<file path="src/rtl/aes_pkg.sv">
// Shared constants and state encoding for the AES block packer slice.
// The block packer's optional byte swap is selected by AES_BLOCK_PACKER_BSWAP_EN.
package aes_pkg;

    localparam int AES_WORD_W       = 16;
    localparam int AES_WORDS        = 8;
    localparam int AES_BLOCK_W      = AES_WORD_W * AES_WORDS;
    localparam int AES_READ_LAT     = 2;
    localparam int AES_CNT_W        = 16;
    localparam int AES_TOTAL_BLOCKS = 65535;

    typedef enum logic [2:0] {
        ST_IDLE,
        ST_WAIT_FIFO,
        ST_ISSUE,
        ST_LATENCY,
        ST_CAPTURE,
        ST_PRESENT,
        ST_DONE
    } state_t;

endpackage

</file>
<file path="src/rtl/aes_word_shifter.sv">
// Block assembly register: places successive FIFO words into lanes 0..WORDS-1.
// With AES_BLOCK_PACKER_BSWAP_EN defined each word is byte-swapped on load.
import aes_pkg::*;

module aes_word_shifter #(
    parameter int DATA_W = AES_WORD_W,
    parameter int WORDS  = AES_WORDS
) (
    input  logic                    iCLK,
    input  logic                    iRST_n,
    input  logic                    load_en,
    input  logic                    clear,
    input  logic [DATA_W-1:0]       word,
    output logic [DATA_W*WORDS-1:0] block,
    output logic                    last_word
);

    localparam int IDX_W = (WORDS > 1) ? $clog2(WORDS) : 1;

    logic [IDX_W-1:0]  idx_reg;
    logic [DATA_W-1:0] word_fmt;

`ifdef AES_BLOCK_PACKER_BSWAP_EN
    // Byte order reversed within the word for big-endian sources.
    generate
        for (genvar gi = 0; gi < DATA_W / 8; gi++) begin : g_bswap
            assign word_fmt[8*gi +: 8] = word[DATA_W-8-8*gi +: 8];
        end
    endgenerate
`else
    assign word_fmt = word;
`endif

    assign last_word = (idx_reg == IDX_W'(WORDS - 1));

    always_ff @(posedge iCLK or negedge iRST_n) begin
        if (!iRST_n) begin
            idx_reg <= '0;
        end else if (clear) begin
            idx_reg <= '0;
        end else if (load_en) begin
            idx_reg <= last_word ? '0 : idx_reg + IDX_W'(1);
        end
    end

    generate
        for (genvar gi = 0; gi < WORDS; gi++) begin : g_lane
            logic [DATA_W-1:0] lane_reg;

            always_ff @(posedge iCLK or negedge iRST_n) begin
                if (!iRST_n) begin
                    lane_reg <= '0;
                end else if (clear) begin
                    lane_reg <= '0;
                end else if (load_en && (idx_reg == IDX_W'(gi))) begin
                    lane_reg <= word_fmt;
                end
            end

            assign block[DATA_W*gi +: DATA_W] = lane_reg;
        end
    endgenerate

endmodule

</file>
<file path="src/rtl/aes_block_packer.sv">
// Pulls WORDS FIFO words per block, presents 128-bit blocks on valid/ready, stops after TOTAL_BLOCKS.
// Optional byte swap of each word: define AES_BLOCK_PACKER_BSWAP_EN.
import aes_pkg::*;

module aes_block_packer #(
    parameter int DATA_W       = AES_WORD_W,
    parameter int WORDS        = AES_WORDS,
    parameter int READ_LAT     = AES_READ_LAT,
    parameter int CNT_W        = AES_CNT_W,
    parameter int TOTAL_BLOCKS = AES_TOTAL_BLOCKS
) (
    input  logic                    iCLK,
    input  logic                    iRST_n,
    input  logic                    iSTART,
    input  logic                    iCLR,
    input  logic [CNT_W-1:0]        iFIFO_USED,
    input  logic                    iFIFO_BUSY,
    output logic                    oREAD,
    input  logic [DATA_W-1:0]       iREADDATA,
    output logic [DATA_W*WORDS-1:0] oBLOCK,
    output logic                    oBLOCK_VALID,
    input  logic                    iBLOCK_READY,
    output logic                    oBUSY,
    output logic                    oDONE,
    output logic [CNT_W-1:0]        oBLOCK_CNT
);

    localparam int LAT_W = 3;

    state_t           state_reg, state_next;
    logic [LAT_W-1:0] lat_reg, lat_next;
    logic [CNT_W-1:0] cnt_reg, cnt_next;
    logic             done_reg, done_next;
    logic             shift_load, shift_clear, shift_last;

    always_ff @(posedge iCLK or negedge iRST_n) begin
        if (!iRST_n) begin
            state_reg <= ST_IDLE;
            lat_reg   <= '0;
            cnt_reg   <= '0;
            done_reg  <= 1'b0;
        end else begin
            state_reg <= state_next;
            lat_reg   <= lat_next;
            cnt_reg   <= cnt_next;
            done_reg  <= done_next;
        end
    end

    always_comb begin
        state_next  = state_reg;
        lat_next    = lat_reg;
        cnt_next    = cnt_reg;
        done_next   = done_reg;
        shift_load  = 1'b0;
        shift_clear = 1'b0;

        if (iCLR) begin
            // Abort drops any partial block but keeps the run statistics.
            state_next  = ST_IDLE;
            shift_clear = 1'b1;
        end else begin
            case (state_reg)
                ST_IDLE, ST_DONE: begin
                    if (iSTART) begin
                        state_next  = ST_WAIT_FIFO;
                        cnt_next    = '0;
                        done_next   = 1'b0;
                        shift_clear = 1'b1;
                    end
                end
                ST_WAIT_FIFO: begin
                    // One level check covers the whole burst of WORDS reads.
                    if ((iFIFO_USED >= CNT_W'(WORDS)) && !iFIFO_BUSY) begin
                        state_next = ST_ISSUE;
                    end
                end
                ST_ISSUE: begin
                    lat_next   = LAT_W'(1);
                    state_next = (READ_LAT == 1) ? ST_CAPTURE : ST_LATENCY;
                end
                ST_LATENCY: begin
                    if (lat_reg == LAT_W'(READ_LAT)) begin
                        state_next = ST_CAPTURE;
                    end else begin
                        lat_next = lat_reg + LAT_W'(1);
                    end
                end
                ST_CAPTURE: begin
                    shift_load = 1'b1;
                    state_next = shift_last ? ST_PRESENT : ST_ISSUE;
                end
                ST_PRESENT: begin
                    if (iBLOCK_READY) begin
                        cnt_next = (cnt_reg == '1) ? cnt_reg : cnt_reg + CNT_W'(1);
                        if (cnt_next == CNT_W'(TOTAL_BLOCKS)) begin
                            state_next = ST_DONE;
                            done_next  = 1'b1;
                        end else begin
                            state_next = ST_WAIT_FIFO;
                        end
                    end
                end
                default: state_next = ST_IDLE;
            endcase
        end
    end

    aes_word_shifter #(
        .DATA_W (DATA_W),
        .WORDS  (WORDS)
    ) u_shifter (
        .iCLK      (iCLK),
        .iRST_n    (iRST_n),
        .load_en   (shift_load),
        .clear     (shift_clear),
        .word      (iREADDATA),
        .block     (oBLOCK),
        .last_word (shift_last)
    );

    assign oREAD        = (state_reg == ST_ISSUE);
    assign oBLOCK_VALID = (state_reg == ST_PRESENT);
    assign oBUSY        = (state_reg != ST_IDLE) && (state_reg != ST_DONE);
    assign oDONE        = done_reg;
    assign oBLOCK_CNT   = cnt_reg;

endmodule

</file>
<file path="config.mk">
export PLATFORM = sky130hd
export DESIGN_NAME = aes_block_packer
export DESIGN_NICKNAME = d
export VERILOG_FILES = /design/src/rtl/aes_pkg.sv /design/src/rtl/aes_word_shifter.sv /design/src/rtl/aes_block_packer.sv
export SDC_FILE = /design/constraint.sdc
export NUM_CORES = 1
export LEC_CHECK = 0
export ABC_AREA = 1
export CAP_MARGIN = 20
export CORE_MARGIN = 1
export CORE_UTILIZATION = 37
export CTS_CLUSTER_SIZE = 40
export DETAILED_ROUTE_END_ITERATION = 16
export PLACE_DENSITY = 0.68
export SYNTH_ARGS = -nofsm -noshare
export SYNTH_HDL_FRONTEND = slang
export SYNTH_SLANG_ARGS = --single-unit
</file>
<file path="constraint.sdc">
create_clock -name iCLK -period 6.1 [get_ports iCLK]
set_clock_uncertainty 0.05 [all_clocks]
set_input_delay 1.22 -clock iCLK [delete_from_list [all_inputs] [get_ports iCLK]]
set_output_delay 1.22 -clock iCLK [all_outputs]
set_load 0.005 [all_outputs]
</file>
# Yosys cells after proc, flatten, opt, wreduce, memory -nomap -nowiden
# Cells that the tools add are included.
totals:
  regBits: 154
  inputBits: 38
  output_inout_bits: 148
  wordCells: 115
op_classes:
  add_sub_neg: 3
  magnitude_cmp: 1
  n_eq_ne: 25
  n_mux: 42
  n_bitwise: 1
  reduce_logical: 30
ops:
  columns: ["op", "count"]
  rows:
  - ["two-way mux 16 bit", 19]
  - ["two-way mux 3 bit", 11]
  - ["== test 16 bit (second input constant)", 2]
  - ["case mux 16 bit (2 select lines)", 1]
  - ["nonzero test 2 bit", 11]
  - ["== test 3 bit (second input constant)", 7]
  - ["case mux 3 bit (6 select lines)", 1]
  - ["adder 16 x 1 -> 16 bit (second input constant)", 1]
  - ["greater-or-equal comparator 16 x 4 -> 1 bit (second input constant)", 1]
  - ["== test 3 x 2 -> 1 bit (second input constant)", 5]
  - ["inequality test 3 bit (second input constant)", 4]
  - ["logical AND 1 bit", 10]
  - ["two-way mux 1 bit", 8]
  - ["AND reduction 4 bit", 2]
  - ["adder 3 x 1 -> 3 bit (second input constant)", 2]
  - ["== test 3 x 1 -> 1 bit (second input constant)", 2]
  - ["logical NOT 3 bit", 2]
  - ["case mux 3 bit (2 select lines)", 1]
  - ["AND reduction 5 bit", 1]
  - ["inequality test 2 x 1 -> 1 bit (second input constant)", 2]
  - ["inequality test 2 bit (second input constant)", 2]
  - ["inequality test 3 x 2 -> 1 bit (second input constant)", 1]
  - ["AND reduction 3 bit", 1]
  - ["nonzero test 3 bit", 1]
  - ["4 further kinds", 4]

# Logic depth before layout (Yosys ltp)
logic_depth:
  depth_word: 7
  depth_mapped: 15
  mapped_depth_nobuf: 15

# Cells and area by module
# From an unflattened synthesis, not the netlist that was laid out.
unflattened:
  cells_unflattened: 909
  area_unflattened_um2: 7464.7
modules_own_cells:
  columns: ["mod", "instances", "cells_each", "area_each_um2", "seq_area_each_um2"]
  rows:
  - ["aes_word_shifter", 1, 622, 5622.9, 3278.1]
  - ["aes_block_packer", 1, 287, 1841.8, 575.6]

# Least setup slack after synthesis
# OpenSTA, ideal clock, no wires.
synth_timing:
  kind: "in2reg"
  start: "input iFIFO_USED[6]"
  end: "register state_reg[1]"
  setup_time_ns: 0.065
  arrival_time_ns: 2.188
  required_ns: 5.985
  path_slack_ns: 3.797
  cell_stages: 7
  path_buffers: 0
  cell_sequence: "or2_2 > nor4_1 > a31oi_1 > o21ai_0 > and2_1 > nand2_1 > nand2_1"
synth_via:
  elab_chain_len: 4
synth_rtl:
  columns: ["item", "line_no", "source"]
  rows:
  - ["from (decl)", "aes_block_packer.sv:16", "input logic [CNT_W-1:0] iFIFO_USED,"]
  - ["greater-or-equal comparator 16 x 4 -> 1 bit", "aes_block_packer.sv:74", "if ((iFIFO_USED >= CNT_W'(WORDS)) && !iFIFO_BUSY) begin"]
  - ["logical AND 1 bit", "aes_block_packer.sv:74", null]
  - ["inequality test 3 bit (no source line)", null, null]
  - ["AND reduction 4 bit (no source line)", null, null]
  - ["to (signal assigned)", "aes_block_packer.sv:43", "state_reg <= state_next;"]
  - ["to (decl)", "aes_block_packer.sv:30", "state_t state_reg, state_next;"]
# No other way between the ends.
# A chain may end at the register's enable or synchronous reset.

# Final worst setup path
layout_timing:
  start: "register state_reg[2]"
  end: "output oBLOCK_VALID"
layout_via:
  elab_chain_len: 1
layout_rtl:
  columns: ["item", "line_no", "source"]
  rows:
  - ["== test 3 bit", "aes_block_packer.sv:123", "assign oBLOCK_VALID = (state_reg == ST_PRESENT);"]
  - ["to (decl)", "aes_block_packer.sv:21", "output logic oBLOCK_VALID,"]
# No other way between the ends.

==> impl_results.md <==
- Share of cells above drive strength 1: 0.0659
- Max Root-Sink Buffers: 2
- Top post-synthesis cells by count: sky130_fd_sc_hd__nand2_1 (237), sky130_fd_sc_hd__o21ai_0 (155), sky130_fd_sc_hd__dfrtp_1 (154)
- Vias: 5650
- Number of buffers inserted for hold repair after clock tree synthesis: 0
- CP required: 4830 ps
- Antenna diode count: 0
- Critical path capture point type: output pin
- Number of different library cells in the post-synthesis netlist: 33
- Iteration count of the initial detailed-routing pass: 4
- CP Launch Point: state_reg[2]
- Antenna viol nets, final: 0
- Share of flip-flops with an asynchronous set or reset after synthesis: 1.00
- Pin count of the biggest net entering global routing: 112
- Number of maximum-capacitance constraint violations: 0
- Via count of the first global-routing pass: 5165
- Area of the mapped netlist: 6550 µm²
- Internal: 0.00238 W
- Clock tree from TritonCTS: yes
- Number of setup buffers added after CTS: 0
- Synthesized Nets: 780
- Area growth syn-to-layout: 40.6%
- Number of enable flip-flop cells after synthesis: 0
- Status: finished clean
- Clock network latency to the later pin of the worst-skew pair: 420 ps
- Combinational cell fraction of total power: 0.286
- Most area-hungry cell type in the Yosys netlist: sky130_fd_sc_hd__dfrtp_1
- Final setup violating endpoints: 0
- Floorplan Core Area: 17300 µm²
- Number of antenna violations at the first check in global routing: 0
- Sequential power share: 0.399
- Clock network power share: 0.314
- Flip-flop count of the largest register, all copies and words added: 128
- Area share of xor/xnor cells in the synthesized design: 0.00669
- Die Width: 135 µm
- Fin. max-slew vios: 0
- Slew of the pin with the lowest slew margin: 995 ps
- GR Overflow Total: 0
- Post-Route Setup TNS: 0 ps
- Total detailed-routing wirelength: 18.7 mm
- Highest clock rate: 303 MHz
- Number of H-tree branching levels: 4
- # port buffers: 182
- Residual DRC: 0
- Sinks on Clock Net: 154
- Worst setup slack after placement: 2300 ps
- Final period demand of the worst path: 3300 ps
- Post-synthesis area per instance: 8.93 µm²
- Adder and majority cell fraction of the synthesized area: 0.0172
- Leakage dissipation: 3.98 nW
- Filler cell count: 1621
- Synthesized instance count: 733
- Overall fraction of global-route tracks in use: 0.212
- Worst reg-to-reg setup slack: 3300 ps
- Sequential element share of the synthesized area: 0.588
- Number of register bits inferred by synthesis: 154
- Share of the clock period used by the worst path after layout: 0.542
- Number of DRC violations after detailed-routing iteration 0: 342
- Relative max-transition margin: 0.336
- Pwr per Cell Area: 375 nW/µm²
- Final weighted congestion in routability-driven placement: 0.875
- Y dimension of the die: 135 µm
- HPWL Detailed: 12.7 mm
- Capture instance of the worst register-to-register path: u_shifter.g_lane[2].lane_reg[8]
- Critical Path AT: 2030 ps
- Capture point of the critical path: oBLOCK_VALID
- Post-synth top area share: 0.588
- Die Footprint: 18200 µm²
- Sw Ratio: 0.310
- Worst hold path class: flip-flop to flip-flop
- Net Sw Power: 0.00107 W
- Global-route wire length before repair: 28.8 mm
- Root buf cell: sky130_fd_sc_hd__clkbuf_16
- Routed wire length per instance: 16.2 µm
- Via density per instance: 4.91
- Final Non-Filler Cells: 1150
- Min setup slack post-route: 2800 ps
- Setup repair after global routing missed its margin: no
- Effective utilization at floorplan: 0.379
- Resize count post-CTS: 0
- Clock slew at reported path FFs: 60 ps
- Post-synthesis compound-gate area fraction: 0.144
- Setup CP Type: flip-flop to output pin
- Nets@finish: 959
- Area fraction in and, or, nand and nor cells after synthesis: 0.196
- Reg2Reg Depth: 8
- Kind of start point of the critical path: flip-flop
- Combinational family with the most area after synthesis: simple AND/OR/NAND/NOR gates
- Cell with the most instances after synthesis: sky130_fd_sc_hd__nand2_1
- Mux contribution to synthesized area: 0
- Worst Path Max Fanout: 8
- Total chip power: 0.00345 W
- Layout Cell Area excl Fill: 9210 µm²
- Top cells by area, synth: sky130_fd_sc_hd__dfrtp_1 (59%), sky130_fd_sc_hd__nand2_1 (14%), sky130_fd_sc_hd__o21ai_0 (12%), sky130_fd_sc_hd__inv_1 (2.1%), sky130_fd_sc_hd__ha_1 (1.7%)
- Number of CTS-inserted buffers: 17
- Post-synth top flop: sky130_fd_sc_hd__dfrtp_1
- Placed insts: 1113
- Area after detailed placement: 8510 µm²
- Number of failing hold endpoints at the final stage: 0
- Number of standard-cell rows in the floorplan: 48
- Count of warnings emitted by yosys: 0
- Largest vdd supply drop: 218 µV
- Critical R2R Launch: state_reg[1]
- Boundary Pins: 186
placed cells by master (no fill, tap or decap), types with 6 or more instances in the layout:
cell	instances
sky130_fd_sc_hd__a21oi_1	6
sky130_fd_sc_hd__clkbuf_16	17
sky130_fd_sc_hd__clkdlybuf4s50_1	181
sky130_fd_sc_hd__dfrtp_1	154
sky130_fd_sc_hd__ha_1	9
sky130_fd_sc_hd__inv_1	36
sky130_fd_sc_hd__nand2_1	237
sky130_fd_sc_hd__nand3_1	19
sky130_fd_sc_hd__nand4_1	7
sky130_fd_sc_hd__nor2_1	30
sky130_fd_sc_hd__nor2_2	7
sky130_fd_sc_hd__nor3_1	6
sky130_fd_sc_hd__o21ai_0	155
power groups by stage:
stage	Clock, W	Sequential, W	Combinational [W]
floorplan	0	0.00139	0.000353
global placement	0	0.00139	0.000958
detailed placement	0	0.00139	0.000974
CTS	0.00111	0.00138	0.000977
global route	0.00115	0.00140	0.00109
finish	0.00108	0.00138	0.000988
worst min-delay path by stage:
stage,cells after the start,start,slack [ps],end
4_1_cts,2,u_shifter.g_lane[6].lane_reg[8],440,u_shifter.g_lane[6].lane_reg[8]
2_1_floorplan,2,u_shifter.g_lane[0].lane_reg[0],430,u_shifter.g_lane[0].lane_reg[0]
6_report,2,u_shifter.g_lane[6].lane_reg[8],430,u_shifter.g_lane[6].lane_reg[8]
3_3_place_gp,2,u_shifter.g_lane[3].lane_reg[11],410,u_shifter.g_lane[3].lane_reg[11]
3_5_place_dp,2,u_shifter.g_lane[6].lane_reg[9],420,u_shifter.g_lane[6].lane_reg[9]
5_1_grt,2,u_shifter.g_lane[2].lane_reg[2],460,u_shifter.g_lane[2].lane_reg[2]
logic make-up after synthesis:
logic type	count (synthesis)
buffers and inverters	70
and+or+nand+nor	316
adders and majority gates	9
DFF	154
xor gates and xnor gates	5
AOI/OAI and AO/OA	179
worst max-delay path, cell delays in order, from the launching register on:
cell	delay (ps)
sky130_fd_sc_hd__dfrtp_1	480
sky130_fd_sc_hd__inv_1	140
sky130_fd_sc_hd__nor3_2	400
sky130_fd_sc_hd__clkdlybuf4s50_1	600
through the flow:
step           hold WS [ps]  utilization
2_1_floorplan           426            -
3_3_place_gp            415        0.492
3_5_place_dp            422        0.492
4_1_cts                 438        0.527
5_1_grt                 456        0.532
6_report                431        0.532
layout make-up:
| class | count | area (µm²) | share of cell area |
|---|---|---|---|
| sequential | 154 | 3850 | 0.419 |
| multi-input combinational | 509 | 2390 | 0.259 |
| timing repair buffer | 189 | 1930 | 0.209 |
| clock buffer | 19 | 453 | 0.0492 |
| tap | 225 | 282 | 0.0306 |
| clock inverter | 13 | 154 | 0.0167 |
| inverter | 41 | 154 | 0.0167 |
per-layer routing:
metal | vias to the layer above | share of wire | track usage
li1 | 2769 | - | -
met1 | 2669 | 0.45 | 0.292
met2 | 185 | 0.46 | 0.318
met3 | 27 | 0.067 | 0.0529
met4 | 0 | 0.025 | 0.0861
met5 | - | 0 | 0
Power figures use the tool's default switching activity.
